[src/rtl/cpu_seq_if.sv]
// cpu_seq_if: memory, decoder, pointer-write and interrupt signals of the
// Computer12 instruction sequencer. The master modport is the sequencer side.
interface cpu_seq_if #(
  parameter int WORD = 12,
  parameter int NPTR = 3,
  parameter int NIRQ = 24
);
  localparam int AW = 2*WORD;
  localparam int PW = (NPTR > 1) ? $clog2(NPTR) : 1;
  localparam int IW = (NIRQ > 1) ? $clog2(NIRQ) : 1;

  logic [NIRQ-1:0] irq;
  logic            mem_ready;
  logic [WORD-1:0] data_in;
  logic [AW-1:0]   address;
  logic            mem_write;
  logic [3:0]      state;
  logic [WORD-1:0] instr;
  logic [WORD-1:0] imm;
  logic            dec_has_imm;
  logic            dec_mem_access;
  logic            dec_mem_write;
  logic            dec_reti;
  logic            dec_ei;
  logic            dec_di;
  logic [PW-1:0]   dec_ptr_sel;
  logic            jump_en;
  logic [AW-1:0]   jump_target;
  logic            ptr_we;
  logic [PW-1:0]   ptr_sel;
  logic            ptr_half;
  logic [WORD-1:0] ptr_wdata;
  logic            ie;
  logic            irq_ack;
  logic [IW-1:0]   irq_id;

  modport master (
    input  irq, mem_ready, data_in,
    input  dec_has_imm, dec_mem_access, dec_mem_write, dec_reti, dec_ei, dec_di,
    input  dec_ptr_sel, jump_en, jump_target,
    input  ptr_we, ptr_sel, ptr_half, ptr_wdata,
    output address, mem_write, state, instr, imm, ie, irq_ack, irq_id
  );

  modport slave (
    output irq, mem_ready, data_in,
    output dec_has_imm, dec_mem_access, dec_mem_write, dec_reti, dec_ei, dec_di,
    output dec_ptr_sel, jump_en, jump_target,
    output ptr_we, ptr_sel, ptr_half, ptr_wdata,
    input  address, mem_write, state, instr, imm, ie, irq_ack, irq_id
  );
endinterface

[src/rtl/cpu_sequencer.sv]
// cpu_sequencer: Computer12 instruction sequencing core. Owns IP, pointer
// registers, FETCH/IMM/EXEC cadence, memory wait states and vectored
// interrupt entry. Define CPU_SEQ_IRQ_EN to build the IRQ state, EPC, ie and
// the reti/ei/di handling; without it irq is ignored and ie/irq_ack/irq_id are 0.
module cpu_sequencer #(
  parameter int              WORD     = 12,
  parameter int              NPTR     = 3,
  parameter int              NIRQ     = 24,
  parameter logic [2*WORD-1:0] VEC_BASE = '0
) (
  input logic       clk,
  input logic       rst,
  cpu_seq_if.master bus
);
  localparam int AW = 2*WORD;
  localparam int PW = (NPTR > 1) ? $clog2(NPTR) : 1;
  localparam int IW = (NIRQ > 1) ? $clog2(NIRQ) : 1;

  typedef enum logic [3:0] {
    S_FETCH = 4'b0001,
    S_IMM   = 4'b0010,
    S_EXEC  = 4'b0100,
    S_IRQ   = 4'b1000
  } state_e;

  state_e                  state_q, state_d;
  logic [AW-1:0]           ip_q, ip_d;
  logic [NPTR-1:0][AW-1:0] ptr_q, ptr_d;
  logic [WORD-1:0]         instr_q, instr_d;
  logic [WORD-1:0]         imm_q, imm_d;
  logic [AW-1:0]           ptr_rd;
  logic                    exec_done;

`ifdef CPU_SEQ_IRQ_EN
  logic [AW-1:0] epc_q, epc_d;
  logic          ie_q, ie_d;
  logic          irq_ack_q, irq_ack_d;
  logic [IW-1:0] irq_id_q, irq_id_d;
  logic [IW-1:0] irq_low;
  logic          irq_any;

  // Lowest-index pending request wins.
  always_comb begin
    irq_low = '0;
    for (int i = NIRQ-1; i >= 0; i--)
      if (bus.irq[i]) irq_low = IW'(i);
  end
  assign irq_any = |bus.irq;
`else
  wire unused_irq = &{1'b0, bus.irq, bus.dec_reti, bus.dec_ei, bus.dec_di};
`endif

  // EXEC address mux; an out-of-range selector matches nothing and reads 0.
  always_comb begin
    ptr_rd = '0;
    for (int i = 0; i < NPTR; i++)
      if (bus.dec_ptr_sel == PW'(i)) ptr_rd = ptr_q[i];
  end

  assign exec_done = !bus.dec_mem_access || bus.mem_ready;

  // Next-state and register updates for the instruction cadence.
  always_comb begin
    state_d = state_q;
    ip_d    = ip_q;
    ptr_d   = ptr_q;
    instr_d = instr_q;
    imm_d   = imm_q;
`ifdef CPU_SEQ_IRQ_EN
    epc_d     = epc_q;
    ie_d      = ie_q;
    irq_ack_d = 1'b0;
    irq_id_d  = irq_id_q;
`endif
    case (state_q)
      S_FETCH: begin
        if (bus.mem_ready) begin
          instr_d = bus.data_in;
          ip_d    = ip_q + AW'(1);
          state_d = S_IMM;
        end
      end
      S_IMM: begin
        if (!bus.dec_has_imm) begin
          state_d = S_EXEC;
        end else if (bus.mem_ready) begin
          imm_d   = bus.data_in;
          ip_d    = ip_q + AW'(1);
          state_d = S_EXEC;
        end
      end
      S_EXEC: begin
        if (exec_done) begin
          // Pointer write lands next cycle, so this cycle's address saw the old value.
          if (bus.ptr_we) begin
            for (int i = 0; i < NPTR; i++) begin
              if (bus.ptr_sel == PW'(i)) begin
                if (bus.ptr_half) ptr_d[i][AW-1:WORD] = bus.ptr_wdata;
                else              ptr_d[i][WORD-1:0]  = bus.ptr_wdata;
              end
            end
          end
`ifdef CPU_SEQ_IRQ_EN
          if (bus.dec_reti) begin
            ip_d = epc_q;
            ie_d = 1'b1;
          end else if (bus.jump_en) begin
            ip_d = bus.jump_target;
          end
          if (bus.dec_ei) ie_d = 1'b1;
          if (bus.dec_di) ie_d = 1'b0;
          state_d = (ie_d && irq_any) ? S_IRQ : S_FETCH;
`else
          if (bus.jump_en) ip_d = bus.jump_target;
          state_d = S_FETCH;
`endif
        end
      end
      S_IRQ: begin
`ifdef CPU_SEQ_IRQ_EN
        // A request that vanished before this cycle is simply dropped.
        if (irq_any) begin
          epc_d     = ip_q;
          ip_d      = VEC_BASE + AW'(irq_low);
          ie_d      = 1'b0;
          irq_ack_d = 1'b1;
          irq_id_d  = irq_low;
        end
`endif
        state_d = S_FETCH;
      end
      default: state_d = S_FETCH;
    endcase
  end

  // State register with synchronous active-low reset.
  always_ff @(posedge clk) begin
    if (!rst) begin
      state_q <= S_FETCH;
      ip_q    <= '0;
      ptr_q   <= '0;
      instr_q <= '0;
      imm_q   <= '0;
`ifdef CPU_SEQ_IRQ_EN
      epc_q     <= '0;
      ie_q      <= 1'b0;
      irq_ack_q <= 1'b0;
      irq_id_q  <= '0;
`endif
    end else begin
      state_q <= state_d;
      ip_q    <= ip_d;
      ptr_q   <= ptr_d;
      instr_q <= instr_d;
      imm_q   <= imm_d;
`ifdef CPU_SEQ_IRQ_EN
      epc_q     <= epc_d;
      ie_q      <= ie_d;
      irq_ack_q <= irq_ack_d;
      irq_id_q  <= irq_id_d;
`endif
    end
  end

  assign bus.address   = (state_q == S_EXEC) ? ptr_rd : ip_q;
  assign bus.mem_write = (state_q == S_EXEC) && bus.dec_mem_write && bus.dec_mem_access;
  assign bus.state     = state_q;
  assign bus.instr     = instr_q;
  assign bus.imm       = imm_q;
`ifdef CPU_SEQ_IRQ_EN
  assign bus.ie      = ie_q;
  assign bus.irq_ack = irq_ack_q;
  assign bus.irq_id  = irq_id_q;
`else
  assign bus.ie      = 1'b0;
  assign bus.irq_ack = 1'b0;
  assign bus.irq_id  = '0;
`endif
endmodule

[src/flat_wrapper.sv]
// flat-port wrapper written by rule: the top's interface ports become plain ports
module cpu_sequencer_flat 
#(
  parameter int              WORD     = 12,
  parameter int              NPTR     = 3,
  parameter int              NIRQ     = 24,
  parameter logic [2*WORD-1:0] VEC_BASE = '0
)
  (clk, rst, bus_irq, bus_mem_ready, bus_data_in, bus_dec_has_imm, bus_dec_mem_access, bus_dec_mem_write, bus_dec_reti, bus_dec_ei, bus_dec_di, bus_dec_ptr_sel, bus_jump_en, bus_jump_target, bus_ptr_we, bus_ptr_sel, bus_ptr_half, bus_ptr_wdata, bus_address, bus_mem_write, bus_state, bus_instr, bus_imm, bus_ie, bus_irq_ack, bus_irq_id);
  cpu_seq_if #(.WORD(WORD), .NPTR(NPTR), .NIRQ(NIRQ)) bus_i ();
  input logic clk;
  input logic rst;
  input wire logic [$bits(bus_i.irq)-1:0] bus_irq;
  input wire logic [$bits(bus_i.mem_ready)-1:0] bus_mem_ready;
  input wire logic [$bits(bus_i.data_in)-1:0] bus_data_in;
  input wire logic [$bits(bus_i.dec_has_imm)-1:0] bus_dec_has_imm;
  input wire logic [$bits(bus_i.dec_mem_access)-1:0] bus_dec_mem_access;
  input wire logic [$bits(bus_i.dec_mem_write)-1:0] bus_dec_mem_write;
  input wire logic [$bits(bus_i.dec_reti)-1:0] bus_dec_reti;
  input wire logic [$bits(bus_i.dec_ei)-1:0] bus_dec_ei;
  input wire logic [$bits(bus_i.dec_di)-1:0] bus_dec_di;
  input wire logic [$bits(bus_i.dec_ptr_sel)-1:0] bus_dec_ptr_sel;
  input wire logic [$bits(bus_i.jump_en)-1:0] bus_jump_en;
  input wire logic [$bits(bus_i.jump_target)-1:0] bus_jump_target;
  input wire logic [$bits(bus_i.ptr_we)-1:0] bus_ptr_we;
  input wire logic [$bits(bus_i.ptr_sel)-1:0] bus_ptr_sel;
  input wire logic [$bits(bus_i.ptr_half)-1:0] bus_ptr_half;
  input wire logic [$bits(bus_i.ptr_wdata)-1:0] bus_ptr_wdata;
  output wire logic [$bits(bus_i.address)-1:0] bus_address;
  output wire logic [$bits(bus_i.mem_write)-1:0] bus_mem_write;
  output wire logic [$bits(bus_i.state)-1:0] bus_state;
  output wire logic [$bits(bus_i.instr)-1:0] bus_instr;
  output wire logic [$bits(bus_i.imm)-1:0] bus_imm;
  output wire logic [$bits(bus_i.ie)-1:0] bus_ie;
  output wire logic [$bits(bus_i.irq_ack)-1:0] bus_irq_ack;
  output wire logic [$bits(bus_i.irq_id)-1:0] bus_irq_id;
  assign bus_i.irq = bus_irq;
  assign bus_i.mem_ready = bus_mem_ready;
  assign bus_i.data_in = bus_data_in;
  assign bus_i.dec_has_imm = bus_dec_has_imm;
  assign bus_i.dec_mem_access = bus_dec_mem_access;
  assign bus_i.dec_mem_write = bus_dec_mem_write;
  assign bus_i.dec_reti = bus_dec_reti;
  assign bus_i.dec_ei = bus_dec_ei;
  assign bus_i.dec_di = bus_dec_di;
  assign bus_i.dec_ptr_sel = bus_dec_ptr_sel;
  assign bus_i.jump_en = bus_jump_en;
  assign bus_i.jump_target = bus_jump_target;
  assign bus_i.ptr_we = bus_ptr_we;
  assign bus_i.ptr_sel = bus_ptr_sel;
  assign bus_i.ptr_half = bus_ptr_half;
  assign bus_i.ptr_wdata = bus_ptr_wdata;
  assign bus_address = bus_i.address;
  assign bus_mem_write = bus_i.mem_write;
  assign bus_state = bus_i.state;
  assign bus_instr = bus_i.instr;
  assign bus_imm = bus_i.imm;
  assign bus_ie = bus_i.ie;
  assign bus_irq_ack = bus_i.irq_ack;
  assign bus_irq_id = bus_i.irq_id;
  cpu_sequencer #(.WORD(WORD), .NPTR(NPTR), .NIRQ(NIRQ), .VEC_BASE(VEC_BASE)) u_core (.clk(clk), .rst(rst), .bus(bus_i));
endmodule
[config.mk]
export PLATFORM = sky130hd
export DESIGN_NAME = cpu_sequencer_flat
export DESIGN_NICKNAME = d
export VERILOG_FILES = /design/src/rtl/cpu_seq_if.sv /design/src/rtl/cpu_sequencer.sv /design/src/flat_wrapper.sv
export SDC_FILE = /design/constraint.sdc
export NUM_CORES = 1
export LEC_CHECK = 0
export BUFFER_PORTS_ARGS = -buffer_cell sky130_fd_sc_hd__buf_2
export CAP_MARGIN = 10
export CORE_MARGIN = 5
export CORE_UTILIZATION = 30
export DETAILED_ROUTE_END_ITERATION = 10
export PLACE_DENSITY = 0.61
export SLEW_MARGIN = 20
export SYNTH_ARGS = -nofsm -noshare
export SYNTH_HDL_FRONTEND = slang
export SYNTH_SLANG_ARGS = --single-unit
[constraint.sdc]
create_clock -name clk -period 2.4 [get_ports clk]
set_clock_uncertainty 0.15 [all_clocks]
set_input_delay 0.12 -clock clk [delete_from_list [all_inputs] [get_ports clk]]
set_output_delay 0.12 -clock clk [all_outputs]
set_load 0.03 [all_outputs]
==> summary.txt, run 1 <==
Outcome
  – Outcome: complete, no violations

Layout
  – Nets: between 900 and 1000
  – Final Non-Filler Cells: 1143
  – Area grow syn2layout: 34.9%
  – Antenna cell count: 0
  – # fillers: roughly 2000
  – Final Util: 41.1%
  – Share of post-route cells with drive strength above 1: about a fifth

Logic synthesis
  – EDFF count, synth: 0
  – Share of async-settable or async-resettable flops after synthesis: 0%
  – Seq cells post-synth: 123
  – Top post-synthesis cells by area: dfxtp_1, mux2i_1, nor2_1, a21oi_1, nand2_1
  – Distinct cells, synth: 50
  – Synth Cell Area: 0.00591 mm^2
  – Post-synth top area share: about two fifths
  – Yosys warning total: 0
  – Top FF cell, synth: dfxtp_1
  – Post-synth top cells: nor2_1, dfxtp_1, mux2i_1, a21oi_1, nand2_1
  – Post-synth top area cell: dfxtp_1
  – Post-synthesis sequential area ratio: between 40% and 50%
  – Count leader, synth: nor2_1
  – Cells after Synth: around 710
  – Syn avg cell area: between 8 and 9 um^2

CTS
  – Clk pin slew, worst setup/hold paths: approximately 0.050 ns
  – H-tree levels: 4
  – Clk sinks: around 120
  – TritonCTS clock tree: built
  – TritonCTS Buffers: 17
  – CTS Buffer Depth: 2
  – CTS root buffer: clkbuf_16
  – Worst-Skew Late Latency: roughly 0.41 ns

Worst setup path
  – R2r startpoint: u_core.bus.state[1]
  – Cells on worst reg2reg path: 5
  – Critical Path Sink: bus_address[10]
  – Arr. time, crit path: 1.98 ns
  – Crit-path max FO: 14
  – Crit start category: flip-flop
  – Reg2reg setup slack: between 0.15 and 0.2 ns
  – Worst setup EP type: output pin
  – Setup CP Type: reg2out
  – Worst Path Required: about 2.1 ns
  – FF-to-FF End: u_core.ip_q[14]
  – CP startpoint: u_core.bus.state[0]

GRT
  – Vias in the first global route: around 5300
  – Total GRT Usage: 16.3%
  – Total grt overflow: 0
  – Largest net degree at the start of global routing: 60
  – Global-route wire length before repair: 28900 um
  – Initial antenna violation count: 0

Worst hold path
  – Hold depth: 3
  – HP Start: bus_jump_target[10]
  – Hold Path Class: in2reg

Power
  – PwrDens: 658 mW/mm^2
  – Clk pwr share: about half
  – Leak Pwr: between 3 and 4 nW
  – P_sw: 1.28 mW
  – Sequential power share: about 40%
  – Post-layout power: between 5 and 6 mW
  – Peak VDD IR: between 0.0003 and 0.0004 V
  – Net Sw Frac: 24.5%
  – Internal power: around 4.0 mW
  – Logic pwr share: around a tenth

Run
  – Max-Cap Viols: 0

Detailed routing
  – Vias per inst: approximately 4.9
  – Via count: approximately 5600
  – DR DRC count: 0
  – Post-Route WL: 18700 um
  – Avg WL per Cell: roughly 16 um
  – DR iter-0 viols: 436
  – Post-route ant nets: 0
  – First drt pass iteration count: 5

Timing
  – Total negative slack: 0 ns
  – Slew HR: about 66%
  – Final setup viols: 0
  – Post-route setup slack: between 0.15 and 0.2 ns
  – Min Tclk post-route: 2.25 ns
  – RSZ-0062 raised after global routing: no
  – Slew Limit Fails: 0
  – Worst-Margin Slew: 0.509 ns
  – Fmax: 445 MHz
  – Final Cycle Share: around 94%
  – Final Hold Vio Count: 0

Floorplanning
  – Ports: roughly 150
  – Core Region: 0.0194 mm^2
  – DIE AREA: 0.0226 mm^2
  – Cell Rows: roughly 50
  – Die Height: 150 um
  – Die width: between 150 and 200 um
  – Initial Util: a little under a third

Placement
  – Placed insts: between 1000 and 1500
  – Port Buffers: around 110
  – RePlAce Congestion: roughly 0.85
  – HPWL after detailed placement: 12700 um
  – Place WS: around 0.16 ns
power groups by stage:
stage / clock network, mW / registers (mW) / logic (mW)
after floorplan: 0 / 2.18 / 0.238
after global placement: 0 / 2.14 / 0.459
after detailed placement: 0 / 2.14 / 0.460
after CTS: 2.67 / 2.10 / 0.528
after global routing: 2.75 / 2.11 / 0.575
final: 2.60 / 2.10 / 0.532
final cells by class:
type                       instances  area (um^2)  share of cell area (%)
clock buffer                      21          460                    5.78
clock inverter                    10          140                    1.76
inverter                           5         20.0                   0.251
multi-input combinational        527         3210                    40.4
sequential                       123         2460                    30.9
tap                              265          332                    4.16
timing repair buffer             192         1330                    16.7
what timing repair did:
item | CTS | global route
setup buffers | 0 | 3
hold buffers | 49 | 0
endpoints found under the hold margin | 121 | 0
resized for setup | 1 | 2
cloned | 1 | 1
setup endpoints to repair | 9 | 27
layer usage:
metal | GRT usage [%] | vias up | wire (um)
met4 | 6.13 | 0 | 436
met5 | 0 | - | 0
met3 | 3.76 | 25 | 1140
li1 | - | 2783 | -
met2 | 25.6 | 168 | 8580
met1 | 21.9 | 2639 | 8500
placed cells by master, fill, tap and decap left out, types with 11 or more instances in the layout:
master	count
nor2_1	136
dfxtp_1	122
buf_2	112
mux2i_1	108
a21oi_1	77
nand2_1	57
dlygate4sd3_1	49
o21ai_0	31
buf_4	28
clkbuf_16	17
nand3_1	11
how the worst min path moves through the flow:
stage / to / slack (ns)
2_1_floorplan: u_core.bus.instr[10] / 0.11
3_3_place_gp: u_core.bus.imm[10] / 0.22
3_5_place_dp: u_core.bus.instr[3] / 0.23
4_1_cts: u_core.ip_q[10] / 0.02
5_1_grt: u_core.ip_q[10] / 0.04
6_report: u_core.ip_q[10] / 0.05
worst max-delay path, cell delays in order (launching register included):
cell and delay [ns]:
dfxtp_1 0.40, or3b_4 0.55, buf_4 0.19, o21ai_0 0.17, buf_2 0.25
through the flow:
stage	instance area, um^2	hold slack, ns
6_report	7960	0.0459
5_1_grt	7960	0.0426
4_1_cts	7930	0.0190
3_5_place_dp	6800	0.229
3_3_place_gp	6800	0.222
2_1_floorplan	5930	0.106
flip-flops by register name, indices dropped and copies added (netlist names):
| register | count |
|---|---|
| u_core.bus.instr | 12 |
| u_core.ip_q | 24 |
| u_core.bus.state | 3 |
| u_core.bus.imm | 12 |
| u_core.ptr_q | 72 |
cells by family after synthesis:
| logic type | synth area share, % |
|---|---|
| adder cells (fa/ha/maj) | 0.212 |
| AND/OR/NAND/NOR | 20.3 |
| multiplexers | 18.5 |
| AO/OA/AOI/OAI | 14.3 |
| buffers and inverters | 5.00 |
| other | 0.0635 |
| flip-flops | 41.7 |
Note: power is estimated with default switching activity, not from simulation.
==> inputs of run 2 (changes only) <==
--- a/config.mk
+++ b/config.mk
@@ -9,6 +9,7 @@
 export CAP_MARGIN = 10
 export CORE_MARGIN = 5
 export CORE_UTILIZATION = 30
+export CTS_BUF_LIST = sky130_fd_sc_hd__clkbuf_4 sky130_fd_sc_hd__clkbuf_8 sky130_fd_sc_hd__clkbuf_16
 export DETAILED_ROUTE_END_ITERATION = 10
 export PLACE_DENSITY = 0.61
 export SLEW_MARGIN = 20
==> run 2 against run 1 <==
  * Final cell count stayed put
  * Fmax shrank 0.45%
  * First-iteration DRC count down 8.3%
  * Setup slack got worse by 0.010 ns
  * Sequential power barely moved
  * Power is 0.40% higher
  * Critical endpoint unchanged
  * Largest power group unchanged
==> summary.txt, run 2 (synthesized netlist as in run 1, its figures left out) <==
Outcome
  – Outcome: complete, no violations

Layout
  – Regs by FF count: u_core.ptr_q (72), u_core.ip_q (24)
  – Area of the multi-input gates: about 0.0032 mm^2
  – Highest-count cells in the layout ignoring fill and taps: nor2_1, dfxtp_1, buf_2
  – Reg with most FFs: u_core.ptr_q
  – # fillers: roughly 2000
  – Nets: about 960
  – Largest register FFs: 72
  – Final Non-Filler Cells: roughly 1100
  – Area grow syn2layout: 35.0%
  – Cell area after layout: between 0.007 and 0.008 mm^2
  – Antenna cell count: 0
  – Sequential cell area: 0.00246 mm^2
  – Most common cell after layout, fill and taps aside: nor2_1
  – Final Util: 41.1%
  – Share of post-route cells with drive strength above 1: about a fifth

Detailed routing
  – Avg WL per Cell: 16.4 um
  – DR DRC count: 0
  – DR iter-0 viols: 400
  – Via count: ~5600
  – First drt pass iteration count: 6
  – Vias per inst: roughly 4.9
  – Post-Route WL: between 15000 and 20000 um
  – Post-route ant nets: 0

Power
  – Leak Pwr: 3.42 nW
  – PwrDens: about 660 mW/mm^2
  – Peak VDD IR: just under 0.0004 V

Placement
  – Place WS: 0.164 ns
  – Port Buffers: ~110
  – RePlAce Congestion: ~0.85
  – Placed insts: ~1100
  – HPWL after detailed placement: 12700 um
  – Placement Cell Area: between 0.006 and 0.007 mm^2

Timing
  – Min Tclk post-route: approximately 2.3 ns
  – Fmax: 443 MHz
  – Total negative slack: 0 ns
  – Final Cycle Share: a little over nine tenths
  – RSZ-0062 raised after global routing: no
  – Post-route setup slack: approximately 0.14 ns
  – Slew HR: about two thirds
  – Final setup viols: 0
  – Final Hold Vio Count: 0
  – Slew Limit Fails: 0
  – Worst-Margin Slew: 0.511 ns

Floorplanning
  – DIE AREA: between 0.02 and 0.025 mm^2
  – Die Height: between 150 and 200 um
  – Die width: 150 um
  – Core Region: 0.0194 mm^2
  – Cell Rows: 51
  – Ports: between 100 and 150
  – Initial Util: a little under a third

GRT
  – Largest net degree at the start of global routing: 60
  – Total grt overflow: 0
  – Global-route wire length before repair: 28900 um
  – Vias in the first global route: roughly 5300
  – Initial antenna violation count: 0
  – Total GRT Usage: ~16%

Worst hold path
  – Hold Path Class: in2reg

Worst setup path
  – Slowest cell on crit path: or3b_4
  – WP buf/inv: 2
  – Arr. time, crit path: between 1.5 and 2 ns
  – Critical path, cell by cell: or3b_4 > buf_4 > o21ai_0 > buf_2
  – CP max stage delay: 0.55 ns
  – Worst Path Required: between 2 and 2.5 ns
  – Crit-path max FO: 14
  – Worst setup EP type: output pin
  – Crit start category: flip-flop
  – Cell family with most CP delay: simple AND/OR/NAND/NOR gates
  – Setup CP Type: reg2out

Run
  – Max-Cap Viols: 0

CTS
  – TritonCTS Buffers: 17
  – Worst-Skew Late Latency: 0.41 ns
  – TritonCTS clock tree: built
  – Clk sinks: 123
  – CTS Buffer Depth: 2
  – H-tree levels: 4
  – Clk pin slew, worst setup/hold paths: about 0.050 ns
  – CTS root buffer: clkbuf_16
## run 2: cell counts in the layout (fill, tap and decap cells not counted)
No cell type changed its count.
## run 2: worst register-to-register path: cells and delay by family (launching register included)
family | cells | cell delay, ns
AO/OA/AOI/OAI | 2 | 0.66
flip-flops | 1 | 0.54
AND/OR/NAND/NOR | 3 | 0.78
## run 2: routing by layer
layer / wire length, um / GRT usage (%) / part of all wire [%]
met4: 418 / 6.13 / 2.2
met3: 1290 / 3.76 / 6.9
met2: 8580 / 25.5 / 46
met5: 0 / 0 / 0
met1: 8410 / 21.9 / 45
## run 2: where the power goes
group	internal [mW]	switching, mW	leakage, nW
sequential	2.07	0.0303	0.993
combinational	0.199	0.332	2.14
clock	1.71	0.919	0.293
## run 2: worst paths after layout
path,from,to,slack [ns],cells past startpoint
worst max-delay path,u_core.bus.state[0],bus_address[10],0.14,4
worst min-delay path,bus_jump_target[10],u_core.ip_q[10],0.05,3
worst max register to register,u_core.bus.state[1],u_core.ip_q[11],0.19,5
worst min register to register,u_core.bus.instr[8],u_core.bus.instr[8],0.30,2
## run 2: stage by stage
step | hold WS (ns) | total power, mW
after floorplan | 0.106 | 2.42
after global placement | 0.222 | 2.60
after detailed placement | 0.229 | 2.60
after CTS | 0.0190 | 5.32
after global routing | 0.0426 | 5.46
final | 0.0523 | 5.26
## run 2: layout make-up
type / count / area share, %
Timing Repair Buffer: 192 / 16.7
Multi-Input combinational cell: 527 / 40.3
Sequential cell: 123 / 30.9
Clock inverter: 10 / 1.76
Tap cell: 265 / 4.16
Inverter: 5 / 0.251
Clock buffer: 21 / 5.87
## run 2: what timing repair did
item | 4_1_cts | 5_1_grt
setup buffers | 0 | 3
gates cloned | 1 | 1
hold buffers | 49 | 0
gates resized for setup | 1 | 2
setup endpoints to repair | 9 | 27
endpoints found under the hold margin | 121 | 0
==> inputs of run 3 (changes only) <==
--- a/config.mk
+++ b/config.mk
@@ -5,7 +5,7 @@
 export SDC_FILE = /design/constraint.sdc
 export NUM_CORES = 1
 export LEC_CHECK = 0
-export BUFFER_PORTS_ARGS = -buffer_cell sky130_fd_sc_hd__buf_2
+export BUFFER_PORTS_ARGS = -buffer_cell sky130_fd_sc_hd__buf_4
 export CAP_MARGIN = 10
 export CORE_MARGIN = 5
 export CORE_UTILIZATION = 30
==> run 3 against run 2 <==
  * Critical path depth is 2 higher
  * Non-clock buffer count is 2 lower
  * Global-route usage is 0.086 points lower
  * Combinational power is 8.6% higher
  * Clock power is 3% higher
  * Routed wire length is 0.72% higher
  * Final area is 3.4% higher
  * Sequential power hardly changed
  * Highest routed layer unchanged
  * Final cell count hardly changed
  * Worst hold slack worse by 0.020 ns
==> summary.txt, run 3 (synthesized netlist as in run 1, its figures left out) <==
Worst setup path
  – Worst setup EP type: output pin
  – Cells on worst reg2reg path: 6
  – Worst Path Required: about 2.1 ns
  – Most used cell, CP: buf_4
  – Setup CP Type: reg2out
  – Critical path, cell by cell: nor3b_4 > buf_4 > buf_16 > nor2_1 > a21oi_1 > buf_4
  – Reg2reg setup slack: 0.13 ns
  – Crit-path max FO: 33
  – Slowest cell on crit path: dfxtp_1
  – Arr. time, crit path: approximately 2.1 ns
  – Crit start category: flip-flop
  – CP max stage delay: 0.56 ns

Timing
  – Slew HR: about three fifths
  – Fmax: roughly 430 MHz
  – Final Hold Vio Count: 0
  – Final setup viols: 0
  – Final Cycle Share: a little over nine tenths
  – Slew Limit Fails: 0
  – Min Hold Slack: ~0.033 ns
  – Worst-Margin Slew: 0.607 ns
  – Min Tclk post-route: between 2 and 2.5 ns

Layout
  – Share of post-route cells with drive strength above 1: a little over a fifth
  – Sequential cell area: 0.00246 mm^2
  – Regs by FF count: u_core.ptr_q (72), u_core.ip_q (24)
  – Area of the multi-input gates: around 0.0032 mm^2
  – Most common cell after layout, fill and taps aside: buf_4
  – Largest register FFs: approximately 70
  – Area grow syn2layout: 39.6%
  – Antenna cell count: 0
  – Nets: around 950
  – # fillers: slightly below 2000
  – Final Non-Filler Cells: around 1100
  – Reg with most FFs: u_core.ptr_q
  – Highest-count cells in the layout ignoring fill and taps: buf_4, nor2_1, dfxtp_1

Floorplanning
  – Initial Util: around 30%
  – Core Region: about 0.019 mm^2
  – Cell Rows: 51
  – Ports: around 150
  – Die width: approximately 150 um
  – DIE AREA: between 0.02 and 0.025 mm^2
  – Die Height: ~150 um

Run
  – Max-Cap Viols: 0

GRT
  – Global-route wire length before repair: around 29000 um
  – Vias in the first global route: about 5300
  – Initial antenna violation count: 0
  – Largest net degree at the start of global routing: 67
  – Total grt overflow: 0
  – Total GRT Usage: ~16%

Worst hold path
  – Hold depth: 5
  – Hold Path Class: in2reg

Detailed routing
  – First drt pass iteration count: 5
  – Avg WL per Cell: approximately 16 um
  – Post-Route WL: approximately 19000 um
  – DR DRC count: 0
  – Post-route ant nets: 0
  – Via count: about 5600
  – DR iter-0 viols: between 400 and 500
  – Vias per inst: about 4.9

CTS
  – Clk sinks: 123
  – TritonCTS clock tree: built
  – CTS root buffer: clkbuf_16
  – TritonCTS Buffers: 17
  – Clk pin slew, worst setup/hold paths: 0.06 ns
  – Worst-Skew Late Latency: 0.41 ns
  – CTS Buffer Depth: 2
  – H-tree levels: 4

Placement
  – RePlAce Congestion: between 0.8 and 0.9
  – Placed insts: around 1100
  – HPWL after detailed placement: approximately 13000 um
  – Port Buffers: approximately 110

Outcome
  – Outcome: complete, no violations

Power
  – Post-layout power: around 5.4 mW
  – PwrDens: 651 mW/mm^2
  – Peak VDD IR: about 0.00035 V
  – Leak Pwr: between 3 and 4 nW
[run 3: metal layers]
layer,GRT usage (%),vias up,share of wire (%)
li1,-,2775,-
met4,6.45,0,2.3
met3,3.34,30,5.5
met2,25.1,170,47
met5,0,-,0
met1,22.2,2615,45
[run 3: stage by stage]
stage          setup WS [ns]  instance area (um^2)  utilization, %  setup TNS [ns]
3_3_place_gp           0.257                  7070            36.4               0
3_5_place_dp           0.220                  7070            36.4               0
5_1_grt             -0.00244                  8240            42.5        -0.00244
4_1_cts              0.00851                  8190            42.2               0
2_1_floorplan         -0.212                  5930               -          -0.447
6_report              0.0769                  8240            42.5               0
[run 3: final timing paths]
path	from	to
hold reg to reg	u_core.bus.instr[3]	u_core.bus.instr[3]
hold / removal	bus_jump_target[13]	u_core.ip_q[13]
setup / recovery	u_core.bus.state[1]	bus_address[9]
setup reg to reg	u_core.bus.state[0]	u_core.ip_q[11]
[run 3: report_power, final]
| part | total, mW | internal (mW) | switching, mW |
|---|---|---|---|
| registers | 2.10 | 2.07 | 0.0315 |
| clock network | 2.69 | 1.72 | 0.962 |
| logic | 0.578 | 0.241 | 0.337 |
[run 3: final cells by class]
cell class	count	share of cell area, %
tap	265	4.02
multi-input combinational	527	39.0
clock inverter	12	2.00
timing repair buffer	190	19.2
inverter	5	0.243
clock buffer	20	5.66
sequential	123	29.9
[run 3: critical path: cells and delay by family (launching register included)]
kind                   cells  cell delay (ns)
DFF                        1             0.56
buffers and inverters      3             0.54
and+or+nand+nor            2             0.42
AOI/OAI and AO/OA          1             0.12
[run 3: repair_timing]
item	CTS	global route
hold buffers	48	0
cloned	0	2
pin swaps	0	0
resized for setup	1	2
buffers inserted	0	2
hold endpoints to repair	122	0
setup endpoints to repair	8	14
